## src/rtl/mem_stage_sram_if.sv

```systemverilog
// External 16-bit SRAM bus used by the memory stage.
// master : the memory stage (drives address, write data, output enable, write enable)
// slave  : the SRAM side / tristate wrapper (returns read data)
//   sramAddr  [17:0] half-word address
//   sramDqOut [15:0] write data
//   sramDqOe         drive sramDqOut onto the shared data bus
//   sramDqIn  [15:0] read data sampled from the bus
//   sramWeN          active-low write enable
interface mem_stage_sram_if;
  logic [17:0] sramAddr;
  logic [15:0] sramDqOut;
  logic        sramDqOe;
  logic [15:0] sramDqIn;
  logic        sramWeN;

  modport master (
    output sramAddr, sramDqOut, sramDqOe, sramWeN,
    input  sramDqIn
  );

  modport slave (
    input  sramAddr, sramDqOut, sramDqOe, sramWeN,
    output sramDqIn
  );
endinterface

```

## src/rtl/mem_stage_sram.sv

```systemverilog
// Memory stage of the five-stage pipeline. Splits each 32-bit load/store into
// two 16-bit SRAM phases (low half, then high half), stalls the pipeline via
// `ready` while the access runs, and drives the MEM/WB pipeline register.
// Ports:
//   clk, rst                 clock, synchronous active-high reset
//   ALUResult, storeValue    address/result and store data from EXE/MEM
//   MEM_R_EN, MEM_W_EN,
//   WB_EN, destIn            enables and destination from EXE/MEM
//   ready                    0 = freeze upstream stages (combinational)
//   sram                     SRAM bus (master side)
//   wbWbEn, wbMemREn,
//   wbAluResult, wbMemData,
//   wbDest                   MEM/WB register outputs
//
// state | meaning
// IDLE  | waiting for a request; MEM/WB loads when no request is present
// LO    | low half-word phase, PHASE_CYCLES cycles
// HI    | high half-word phase, PHASE_CYCLES cycles
// DONE  | access complete for one cycle; ready high, MEM/WB loads
module mem_stage_sram #(
  parameter int          PHASE_CYCLES = 2,
  parameter logic [31:0] DATA_BASE    = 32'd1024
) (
  input  logic                   clk,
  input  logic                   rst,
  input  logic [31:0]            ALUResult,
  input  logic [31:0]            storeValue,
  input  logic                   MEM_R_EN,
  input  logic                   MEM_W_EN,
  input  logic                   WB_EN,
  input  logic [3:0]             destIn,
  output logic                   ready,
  mem_stage_sram_if.master       sram,
  output logic                   wbWbEn,
  output logic                   wbMemREn,
  output logic [31:0]            wbAluResult,
  output logic [31:0]            wbMemData,
  output logic [3:0]             wbDest
);

  localparam int CNT_W = (PHASE_CYCLES > 1) ? $clog2(PHASE_CYCLES) : 1;
  localparam logic [CNT_W-1:0] LAST_PHASE = CNT_W'(PHASE_CYCLES - 1);

  typedef enum logic [1:0] {IDLE, LO, HI, DONE} state_t;

  state_t           state;
  logic [CNT_W-1:0] phaseCnt;
  logic [15:0]      loBuf;
  logic [15:0]      hiBuf;
  logic             req;
  logic             isStore;
  logic             phaseEnd;
  logic [16:0]      word;

  assign req      = MEM_R_EN | MEM_W_EN;
  // Both enables together is treated as a store.
  assign isStore  = MEM_W_EN;
  assign phaseEnd = (phaseCnt == LAST_PHASE);
  // Byte offset from the data base wraps modulo 2^32; only bits [18:2] address SRAM.
  assign word     = 17'((ALUResult - DATA_BASE) >> 2);
  assign ready    = ((state == IDLE) && !req) || (state == DONE);

  // Upstream stages are frozen while ready is low, so the EXE/MEM inputs
  // stay stable for the whole access and can be read in every phase.
  always_ff @(posedge clk) begin
    if (rst) begin
      state          <= IDLE;
      phaseCnt       <= '0;
      sram.sramAddr  <= '0;
      sram.sramDqOut <= '0;
      sram.sramDqOe  <= 1'b0;
      sram.sramWeN   <= 1'b1;
      loBuf          <= '0;
      hiBuf          <= '0;
      wbWbEn         <= 1'b0;
      wbMemREn       <= 1'b0;
      wbAluResult    <= '0;
      wbMemData      <= '0;
      wbDest         <= '0;
    end else begin
      if (ready) begin
        wbWbEn      <= WB_EN;
        wbMemREn    <= MEM_R_EN;
        wbAluResult <= ALUResult;
        wbMemData   <= {hiBuf, loBuf};
        wbDest      <= destIn;
      end

      unique case (state)
        IDLE: begin
          if (req) begin
            state         <= LO;
            phaseCnt      <= '0;
            sram.sramAddr <= {word, 1'b0};
            sram.sramDqOe <= isStore;
            sram.sramWeN  <= ~isStore;
            if (isStore) sram.sramDqOut <= storeValue[15:0];
          end
        end
        LO: begin
          if (phaseEnd) begin
            if (!isStore) loBuf <= sram.sramDqIn;
            state         <= HI;
            phaseCnt      <= '0;
            sram.sramAddr <= {word, 1'b1};
            if (isStore) sram.sramDqOut <= storeValue[31:16];
          end else begin
            phaseCnt <= phaseCnt + 1'b1;
          end
        end
        HI: begin
          if (phaseEnd) begin
            if (!isStore) hiBuf <= sram.sramDqIn;
            state         <= DONE;
            sram.sramDqOe <= 1'b0;
            sram.sramWeN  <= 1'b1;
          end else begin
            phaseCnt <= phaseCnt + 1'b1;
          end
        end
        DONE: state <= IDLE;
        default: state <= IDLE;
      endcase
    end
  end

endmodule

```

## src/flat_wrapper.sv

```systemverilog
// flat-port wrapper written by rule: the top's interface ports become plain ports
module mem_stage_sram_flat 
#(
  parameter int          PHASE_CYCLES = 2,
  parameter logic [31:0] DATA_BASE    = 32'd1024
)
  (clk, rst, ALUResult, storeValue, MEM_R_EN, MEM_W_EN, WB_EN, destIn, ready, wbWbEn, wbMemREn, wbAluResult, wbMemData, wbDest, sram_sramAddr, sram_sramDqOut, sram_sramDqOe, sram_sramWeN, sram_sramDqIn);
  mem_stage_sram_if sram_i ();
  input  logic clk;
  input  logic rst;
  input  logic [31:0] ALUResult;
  input  logic [31:0] storeValue;
  input  logic MEM_R_EN;
  input  logic MEM_W_EN;
  input  logic WB_EN;
  input  logic [3:0] destIn;
  output logic ready;
  output logic wbWbEn;
  output logic wbMemREn;
  output logic [31:0] wbAluResult;
  output logic [31:0] wbMemData;
  output logic [3:0] wbDest;
  output wire logic [$bits(sram_i.sramAddr)-1:0] sram_sramAddr;
  output wire logic [$bits(sram_i.sramDqOut)-1:0] sram_sramDqOut;
  output wire logic [$bits(sram_i.sramDqOe)-1:0] sram_sramDqOe;
  output wire logic [$bits(sram_i.sramWeN)-1:0] sram_sramWeN;
  input wire logic [$bits(sram_i.sramDqIn)-1:0] sram_sramDqIn;
  assign sram_sramAddr = sram_i.sramAddr;
  assign sram_sramDqOut = sram_i.sramDqOut;
  assign sram_sramDqOe = sram_i.sramDqOe;
  assign sram_sramWeN = sram_i.sramWeN;
  assign sram_i.sramDqIn = sram_sramDqIn;
  mem_stage_sram #(.PHASE_CYCLES(PHASE_CYCLES), .DATA_BASE(DATA_BASE)) u_core (.clk(clk), .rst(rst), .ALUResult(ALUResult), .storeValue(storeValue), .MEM_R_EN(MEM_R_EN), .MEM_W_EN(MEM_W_EN), .WB_EN(WB_EN), .destIn(destIn), .ready(ready), .sram(sram_i), .wbWbEn(wbWbEn), .wbMemREn(wbMemREn), .wbAluResult(wbAluResult), .wbMemData(wbMemData), .wbDest(wbDest));
endmodule
```

## config.mk

```make
export PLATFORM = sky130hd
export DESIGN_NAME = mem_stage_sram_flat
export DESIGN_NICKNAME = d
export VERILOG_FILES = /design/src/rtl/mem_stage_sram_if.sv /design/src/rtl/mem_stage_sram.sv /design/src/flat_wrapper.sv
export SDC_FILE = /design/constraint.sdc
export NUM_CORES = 1
export LEC_CHECK = 0
export BUFFER_PORTS_ARGS = -buffer_cell sky130_fd_sc_hd__buf_4
export CORE_MARGIN = 2
export CORE_UTILIZATION = 50
export DETAILED_ROUTE_END_ITERATION = 10
export HOLD_SLACK_MARGIN = 0.12
export PLACE_DENSITY_LB_ADDON = 0.25
export SLEW_MARGIN = 20
export SYNTH_ARGS = -nofsm -noshare
export SYNTH_HDL_FRONTEND = slang
export SYNTH_SLANG_ARGS = --single-unit
```

## constraint.sdc

```tcl
create_clock -name clk -period 2.4 [get_ports clk]
set_input_delay 0.48 -clock clk [delete_from_list [all_inputs] [get_ports clk]]
set_output_delay 0.48 -clock clk [all_outputs]
set_load 0.1 [all_outputs]
```

==> results of run 1 <==
==> metrics by stage <==
step | hold slack (ps) | util (%) | setup WS, ps | total power, mW
finish | 185 | 70.7 | 64.5 | 10.4
global route | 179 | 70.7 | 1.90 | 10.8
CTS | 159 | 70.7 | 6.93 | 10.4
detailed placement | 444 | 65.1 | 363 | 7.78
global placement | 438 | 65.1 | 421 | 7.70
floorplan | 433 | - | 76.4 | 6.71
==> critical path, stage by stage (launching register included) <==
cell	delay [ps]
dfxtp_1	350
inv_2	110
ha_4	190
or3b_4	410
nand2_4	80
buf_8	190
==> state kept, by name, summed over array words and instances (netlist names) <==
name and flops:
u_core.sram.sramAddr 18, u_core.wbMemREn 1, u_core.wbWbEn 1, u_core.sram.sramDqOut 16, u_core.hiBuf 16, u_core.wbDest 4
u_core.loBuf 16, u_core.wbAluResult 32, u_core.phaseCnt 1, u_core.sram.sramWeN 1, u_core.state 2, u_core.wbMemData 32
u_core.sram.sramDqOe 1
==> kinds of logic (layout without fill, tap and decap cells) <==
family,Yosys count,count (layout),share of synthesized area (%)
compound gates,255,255,24.6
simple gates,166,166,14.3
xor+xnor,2,2,0.315
mux,19,19,3.45
buf+inv,74,245,5.14
flops,141,141,50.8
fa+ha+maj,6,6,1.35
==> cell usage in the layout (no fill, tap or decap), types with 5 or more instances in the layout <==
cell,Yosys,routed
mux2i_1,18,18
dfxtp_1,141,141
buf_4,0,206
a211oi_1,20,20
clkbuf_8,0,5
a311oi_1,5,5
nand2_1,66,65
o21ai_0,81,81
nand3_1,80,80
a21oi_1,140,140
clkbuf_16,0,16
==> power breakdown <==
part	leakage [nW]	internal, mW	total [mW]	switching [mW]
registers	1.15	2.71	2.93	0.222
clock network	0.295	1.68	2.60	0.922
logic	1.60	1.15	4.89	3.73
total	3.05	5.54	10.4	4.88
==> synth_stat cells, types with 2 or more instances <==
master / n
a21oi_1: 140
a211oi_1: 20
nand2_1: 66
nand3_1: 80
o21ai_0: 81
a311oi_1: 5
nor2_1: 2
a21o_1: 2
inv_1: 5
ha_1: 6
buf_2: 6
or3_1: 2
mux2i_1: 18
or4_4: 2
and3b_1: 2
buf_1: 6
clkbuf_1: 56
nand3b_1: 3
dfxtp_1: 141
o21bai_1: 2
o31ai_1: 3
==> worst max-delay path by stage <==
stage | from | end | slack [ps] | depth (start not counted)
4_1_cts | u_core.state[1] | ready | 7 | 5
6_report | u_core.state[0] | ready | 60 | 5
5_1_grt | u_core.state[0] | ready | 2 | 5
3_5_place_dp | ALUResult[10] | u_core.sram.sramAddr[15] | 360 | 6
2_1_floorplan | u_core.state[0] | ready | 80 | 6
3_3_place_gp | ALUResult[10] | u_core.sram.sramAddr[15] | 420 | 6
==> layout make-up <==
cell class	instances	area, µm²
well taps	140	175
multi-input cells	448	2480
clock buffers	24	480
repair buffers	208	1580
inverters	6	22.5
fillers	850	3170
flip-flops and latches	141	2820
clock inverters	7	110
==> per-layer routing <==
layer  GRT usage [%]  share of wire (%)
met3            6.94                7.0
met4            7.14                1.1
met1            32.8                 41
met5               0                  0
met2            44.4                 51
==> metrics, run 1 <==
total power per unit cell area 1360 nW/µm²; GPL Wtd Cong 0.838; setup tns final 0 ps; post-CTS setup buffers 0; number of CTS-inserted buffers 17; First-pass DRT Iterations 5; syn_nets between 700 and 800; Starting Density 51.2%; IO Pins 196; slew at the pin closest to its max-slew limit 766 ps; Seq/Total Area, Yosys 50.8%; share of synthesized flip-flops with an asynchronous set or reset 0%; clk_lat worst skew 520 ps; # DRC 0; CP endpoint kind output port; drt initial violations 521; CP Launch Type flop; core footprint 10800 µm²; Post-synth EDFFs 0; Hold Vio Cnt, Final 0; CTS Sinks about 140; setup slack, reg-to-reg around 360 ps; Nets 917; vias in the first global route 5119; Die W 109 µm; Synth top area share 50.8%; worst min path class in -> reg; critical-path maximum fanout 8; RSZ-0062 raised after global routing no; Tmin final approximately 2300 ps; gr ovfl total 0; DR WL/cell between 15 and 20 µm; Primary FF master, synth dfxtp_1; YS warnings 0; Max Cap Viol 0; Yosys reg bits between 100 and 150; Total GRT Usage 26.2%; Worst Path Required 1920 ps; largest area contributor in the netlist dfxtp_1; fin area 7670 µm²; full die area 12000 µm²; dpl hpwl 10500 µm; Root Driver clkbuf_8; Post-Place Cells 943; Hold Crit Endpoint u_core.sram.sramAddr[9]; Syn Inst Count 663; CTS tree done; DRT antenna net count 0; Synth area leaders dfxtp_1 51%, a21oi_1 13%, o21ai_0 7.3%, nand3_1 7.2%, nand2_1 4.5%; Mean Syn Cell Area 8.38 µm²; Slew Viols, Final 0; Leak Pwr 3.05 nW; largest net degree at the start of global routing 71; first-pass GRT wire length about 25000 µm; worst r2r dst u_core.sram.sramDqOut[2]; Slew headroom 48.9%; final setup skew 10.4 ps; Post-CTS Resized 5; Cell Count, Final, Fillers Out between 900 and 1000; endpoints failing setup 0; Worst Setup Path Type reg -> out; Synth Cell Area approximately 5600 µm²; Tcrit/Tclk final 97.3%; synthesis-to-layout area growth 38.1%; Yosys cell types 36; hold path cells 2; Detailed Route WL roughly 16000 µm; layout cell share with drive strength beyond 1 29.7%; Die Y-Extent around 110 µm; worst r2r path cells 5; crit path DAT 1860 ps; # diodes 0; worst r2r src u_core.state[1]; Peak Freq 428 MHz; Reg clk slew, reported paths 60 ps; hold path startpoint ALUResult[10]; port bufs 195; clock buffer depth 2; Core Rows 38; vias per cell 5.68; H-tree levels 4; hold buffers post-CTS 0; status finished clean; Max VDD drop around 1200 µV; initial antenna violation count 0; Vias between 5000 and 6000; Area after DPL 7060 µm²
No activity file was read; power rests on OpenSTA's default activity.
==> run 2: changes to the inputs <==
- CORE_ASPECT_RATIO: not set -> 1.1
==> run 2 against run 1 <==
  * Global-route usage is essentially flat
  * Largest power group unchanged
  * Final area shrank 0.85%
  * Final cell count grew 0.82%
  * Core utilization shrank 0.73 points
  * Register-to-register slack lost 20 ps
  * Non-clock buffer count grew 1
  * Critical endpoint unchanged
  * Sequential power is essentially flat
==> metrics, run 2 (same netlist as run 1, synthesis figures left out) <==
status finished clean; Worst Setup Path Type reg -> out; core footprint 10900 µm²; Root Driver clkbuf_16; # diodes 0; Slew Viols, Final 0; Vias 5641; Total GRT Usage about a quarter; CP Launch Type flop; CTS tree done; post-CTS setup buffers 0; setup tns final 0 ps; hold buffers post-CTS 0; Hold Worst Slack 290 ps; clock buffer depth 2; port bufs 195; DR WL/cell about 16 µm; synthesis-to-layout area growth 36.9%; largest net degree at the start of global routing 71; length of routed wiring on met1 6290 µm; dpl hpwl 10700 µm; met3 WL 1190 µm; Top Registers u_core.wbAluResult x32, u_core.wbMemData x32, u_core.sram.sramAddr x18; CP endpoint kind output port; Met2 Wirelength 8160 µm; max layer used met4; most frequent cells in the layout 207 x buf_4, 141 x dfxtp_1, 140 x a21oi_1; Core Rows 40; gr ovfl total 0; IO Pins 196; CTS Sinks roughly 140; vias in the first global route 5315; fillcell total 900; Detailed Route WL 16000 µm; GPL Wtd Cong approximately 0.9; Leak Pwr 3.01 nW; Starting Density 51.1%; Post-Place Cells 951; critical-path maximum fanout 8; clk_lat worst skew 410 ps; worst min path class in -> reg; Hold Vio Cnt, Final 0; hold path cells 2; initial antenna violation count 0; Tcrit/Tclk final 95.5%; DRT antenna net count 0; Peak Freq roughly 440 MHz; Tmin final 2290 ps; endpoints failing setup 0; Die Y-Extent 115 µm; worst r2r path cells 5; layout cell share with drive strength beyond 1 29.3%; First-pass DRT Iterations 7; number of CTS-inserted buffers 17; total power per unit cell area 1330 nW/µm²; H-tree levels 4; Max Cap Viol 0; Max VDD drop 984 µV; Nets 918; Slew headroom about 48%; commonest non-fill, non-tap cell in the layout buf_4; RSZ-0062 raised after global routing no; final setup skew 10.2 ps; Reg clk slew, reported paths 60 ps; # DRC 0; Die W 104 µm; vias per cell 5.74; drt initial violations 353; first-pass GRT wire length 25400 µm; Worst Path Required 1920 ps; slew at the pin closest to its max-slew limit 784 ps; Cell Count, Final, Fillers Out 982; full die area 12000 µm²; crit path DAT 1810 ps
-- run 2: cell count changes in the layout (fill, tap and decap cells not counted), sizes merged --
cell | before | now
clkinv | 4 | 6
bufinv | 3 | 0
clkinvlp | 0 | 1
buf | 208 | 209
-- run 2: final timing paths --
kind | startpoint | to | slack (ps)
hold reg to reg | u_core.hiBuf[2] | u_core.hiBuf[2] | 460
setup / recovery | u_core.state[1] | ready | 110
hold / removal | ALUResult[10] | u_core.sram.sramAddr[9] | 290
setup reg to reg | u_core.state[1] | u_core.sram.sramDqOut[10] | 340
-- run 2: critical path, stage by stage (launching register included) --
cell and delay [ps]:
dfxtp_1 330, inv_1 160, ha_4 200, or3b_4 410, nand2_4 80, buf_6 220
-- run 2: metrics by stage --
step / utilization, % / setup slack, ps / power, mW / area [µm²]
6_report: 70.0 / 109 / 10.1 / 7600
5_1_grt: 70.0 / 42.4 / 10.5 / 7600
4_1_cts: 69.9 / 46.2 / 10.1 / 7590
3_5_place_dp: 65.1 / 353 / 7.80 / 7070
3_3_place_gp: 65.1 / 432 / 7.71 / 7070
2_1_floorplan: - / 76.4 / 6.71 / 5560
-- run 2: per-layer routing --
layer | vias to the layer above | track usage (%)
met1 | 2696 | 30.4
met4 | 0 | 10.2
li1 | 2674 | -
met3 | 29 | 7.74
met5 | - | 0
met2 | 242 | 45.7
-- run 2: cell type report --
class                           count  area, µm²  area share [%]
Clock buffer                       24        472            6.20
Tap cell                          147        184            2.42
Timing Repair Buffer              209       1590            20.8
Sequential cell                   141       2820            37.1
Inverter                            6       22.5           0.296
Clock inverter                      7       41.3           0.543
Multi-Input combinational cell    448       2480            32.6
-- run 2: power breakdown --
part           internal, mW  total, mW  leakage (nW)  switching, mW
clock network          1.36       2.29         0.254          0.929
logic                  1.15       4.87          1.61           3.72
registers              2.71       2.93          1.15          0.224
-- run 2: what timing repair did --
item                       CTS  global route
cloned                       0             0
setup endpoints to repair    1             1
gates resized for setup      2             1
==> run 3: changes to the inputs <==
- BUFFER_PORTS_ARGS: -buffer_cell sky130_fd_sc_hd__buf_4 -> -buffer_cell sky130_fd_sc_hd__buf_2
==> run 3 against run 2 <==
  * Wire length about the same
  * Hold slack better by 16 ps
  * Clock-buffer cell count fell by 4
  * First-iteration DRC count up 4.2%
  * Sequential share of layout area increased by 1.5 points
  * Clock power is 30% higher
  * Power up 4.6%
  * Combinational power is 4.1% lower
  * Critical path depth unchanged
  * Non-clock buffer count up 1
  * Flip-flop and latch count is the same
  * Critical path type unchanged
  * Critical endpoint unchanged
  * Largest power group unchanged
==> metrics, run 3 (same netlist as run 1, synthesis figures left out) <==
status finished clean; port bufs 195; Max Cap Viol 0; Detailed Route WL approximately 16000 µm; CTS Sinks 141; critical-path maximum fanout 8; dpl hpwl 10600 µm; worst r2r dst u_core.sram.sramAddr[17]; crit path DAT 1790 ps; H-tree levels 4; final setup skew 6.94 ps; layout cell share with drive strength beyond 1 29.9%; first-pass GRT wire length 25700 µm; vias per cell ~5.7; slack of the critical path 135 ps; endpoints failing setup 0; worst r2r path cells 6; Core Rows 40; Slew headroom 54.2%; vias in the first global route about 5500; # DRC 0; # diodes 0; Die Y-Extent between 100 and 150 µm; clock buffer depth 2; RSZ-0062 raised after global routing no; setup slack, reg-to-reg around 400 ps; internal cell power 5.65 mW; worst r2r src u_core.state[1]; Die W 104 µm; Vias 5604; CP Launch Type flop; Nets about 920; Starting Density 51.1%; DR WL/cell 16.2 µm; Total GRT Usage 26.4%; Reg clk slew, reported paths approximately 60 ps; hold path cells 2; gr ovfl total 0; drt initial violations 368; IO Pins around 200; Worst Setup Path Type reg -> out; Tcrit/Tclk final 94.4%; First-pass DRT Iterations 4; full die area 12000 µm²; Reg power frac 27.5%; Peak Freq 441 MHz; initial antenna violation count 0; Tmin final 2270 ps; number of CTS-inserted buffers 17; Max VDD drop approximately 1300 µV; setup tns final 0 ps; P_sw 4.90 mW; core footprint 10900 µm²; largest net degree at the start of global routing 71; hold path startpoint ALUResult[10]; Leak Pwr 3.02 nW; slew at the pin closest to its max-slew limit ~680 ps; Root Driver clkbuf_16; worst min path class in -> reg; DRT antenna net count 0; synthesis-to-layout area growth 31.5%; core utilization of the finished layout 67.3%; Place WS about 320 ps; Top Registers u_core.wbAluResult x32, u_core.wbMemData x32, u_core.sram.sramAddr x18; most frequent cells in the layout 193 x buf_2, 141 x dfxtp_1, 140 x a21oi_1; clk_lat worst skew approximately 400 ps; Final Power ~11 mW; sw frac between 40% and 50%; CTS tree done; Hold Vio Cnt, Final 0; combinational share of power 44.2%; Slew Viols, Final 0; commonest non-fill, non-tap cell in the layout buf_2; CP endpoint kind output port; GPL Wtd Cong between 0.8 and 0.9; Hold Crit Endpoint u_core.sram.sramAddr[9]; Clock Power Share between 20% and 30%; Worst Path Required about 1900 ps; total power per unit cell area between 1000 and 1500 nW/µm²
[run 3: cell count changes in the layout (fill, tap and decap cells not counted), sizes merged]
cell | before | now
clkbuf | 24 | 20
inv | 6 | 7
clkinvlp | 1 | 0
clkinv | 6 | 4
bufinv | 0 | 6
buf | 209 | 210
[run 3: per-stage QoR]
| step | std cells | hold WS (ps) | area [µm²] |
|---|---|---|---|
| 4_1_cts | 983 | 291 | 7290 |
| 3_5_place_dp | 952 | 443 | 6620 |
| 3_3_place_gp | 952 | 440 | 6620 |
| 2_1_floorplan | 663 | 433 | 5560 |
| 6_report | 983 | 306 | 7310 |
| 5_1_grt | 983 | 300 | 7310 |
[run 3: per-layer routing]
layer	GRT usage [%]	up-vias	wire length [µm]
met4	9.10	0	295
met3	7.06	26	1160
met1	30.8	2686	6380
met2	47.1	207	8120
met5	0	-	0
li1	-	2685	-
[run 3: how the worst max path moves through the flow]
stage               depth (start not counted)             from  slack (ps)                       end
floorplan                                   6  u_core.state[0]          80                     ready
global placement                            6    ALUResult[10]         430  u_core.sram.sramAddr[15]
detailed placement                          6  u_core.state[0]         320  u_core.sram.sramAddr[17]
CTS                                         5  u_core.state[1]          20                     ready
global route                                5  u_core.state[0]          60                     ready
finish                                      5  u_core.state[0]         130                     ready
[run 3: worst max-delay path, stage by stage (launching register included)]
cell     delay, ps
dfxtp_1        350
inv_1          150
ha_4           190
or3b_4         410
nand2_4         90
buf_12         170
[run 3: area by class of cell]
| class | count | area (µm²) |
|---|---|---|
| Fill cell | 973 | 3550 |
| Clock buffer | 20 | 457 |
| Timing Repair Buffer | 210 | 1130 |
| Tap cell | 147 | 184 |
| Sequential cell | 141 | 2820 |
| Multi-Input combinational cell | 448 | 2480 |
| Clock inverter | 11 | 213 |
| Inverter | 6 | 22.5 |
[run 3: power groups by stage]
stage | clock network, mW | logic [mW] | registers, mW
2_1_floorplan | 0 | 1.47 | 5.24
3_3_place_gp | 0 | 4.56 | 2.93
3_5_place_dp | 0 | 4.64 | 2.94
4_1_cts | 3.01 | 4.64 | 2.90
5_1_grt | 3.12 | 4.92 | 2.94
6_report | 2.98 | 4.67 | 2.91
[run 3: what timing repair did]
action / in CTS / in global routing
hold buffers: 0 / 0
gates resized for setup: 0 / 2
setup endpoints to repair: 0 / 1
setup buffers: 0 / 0
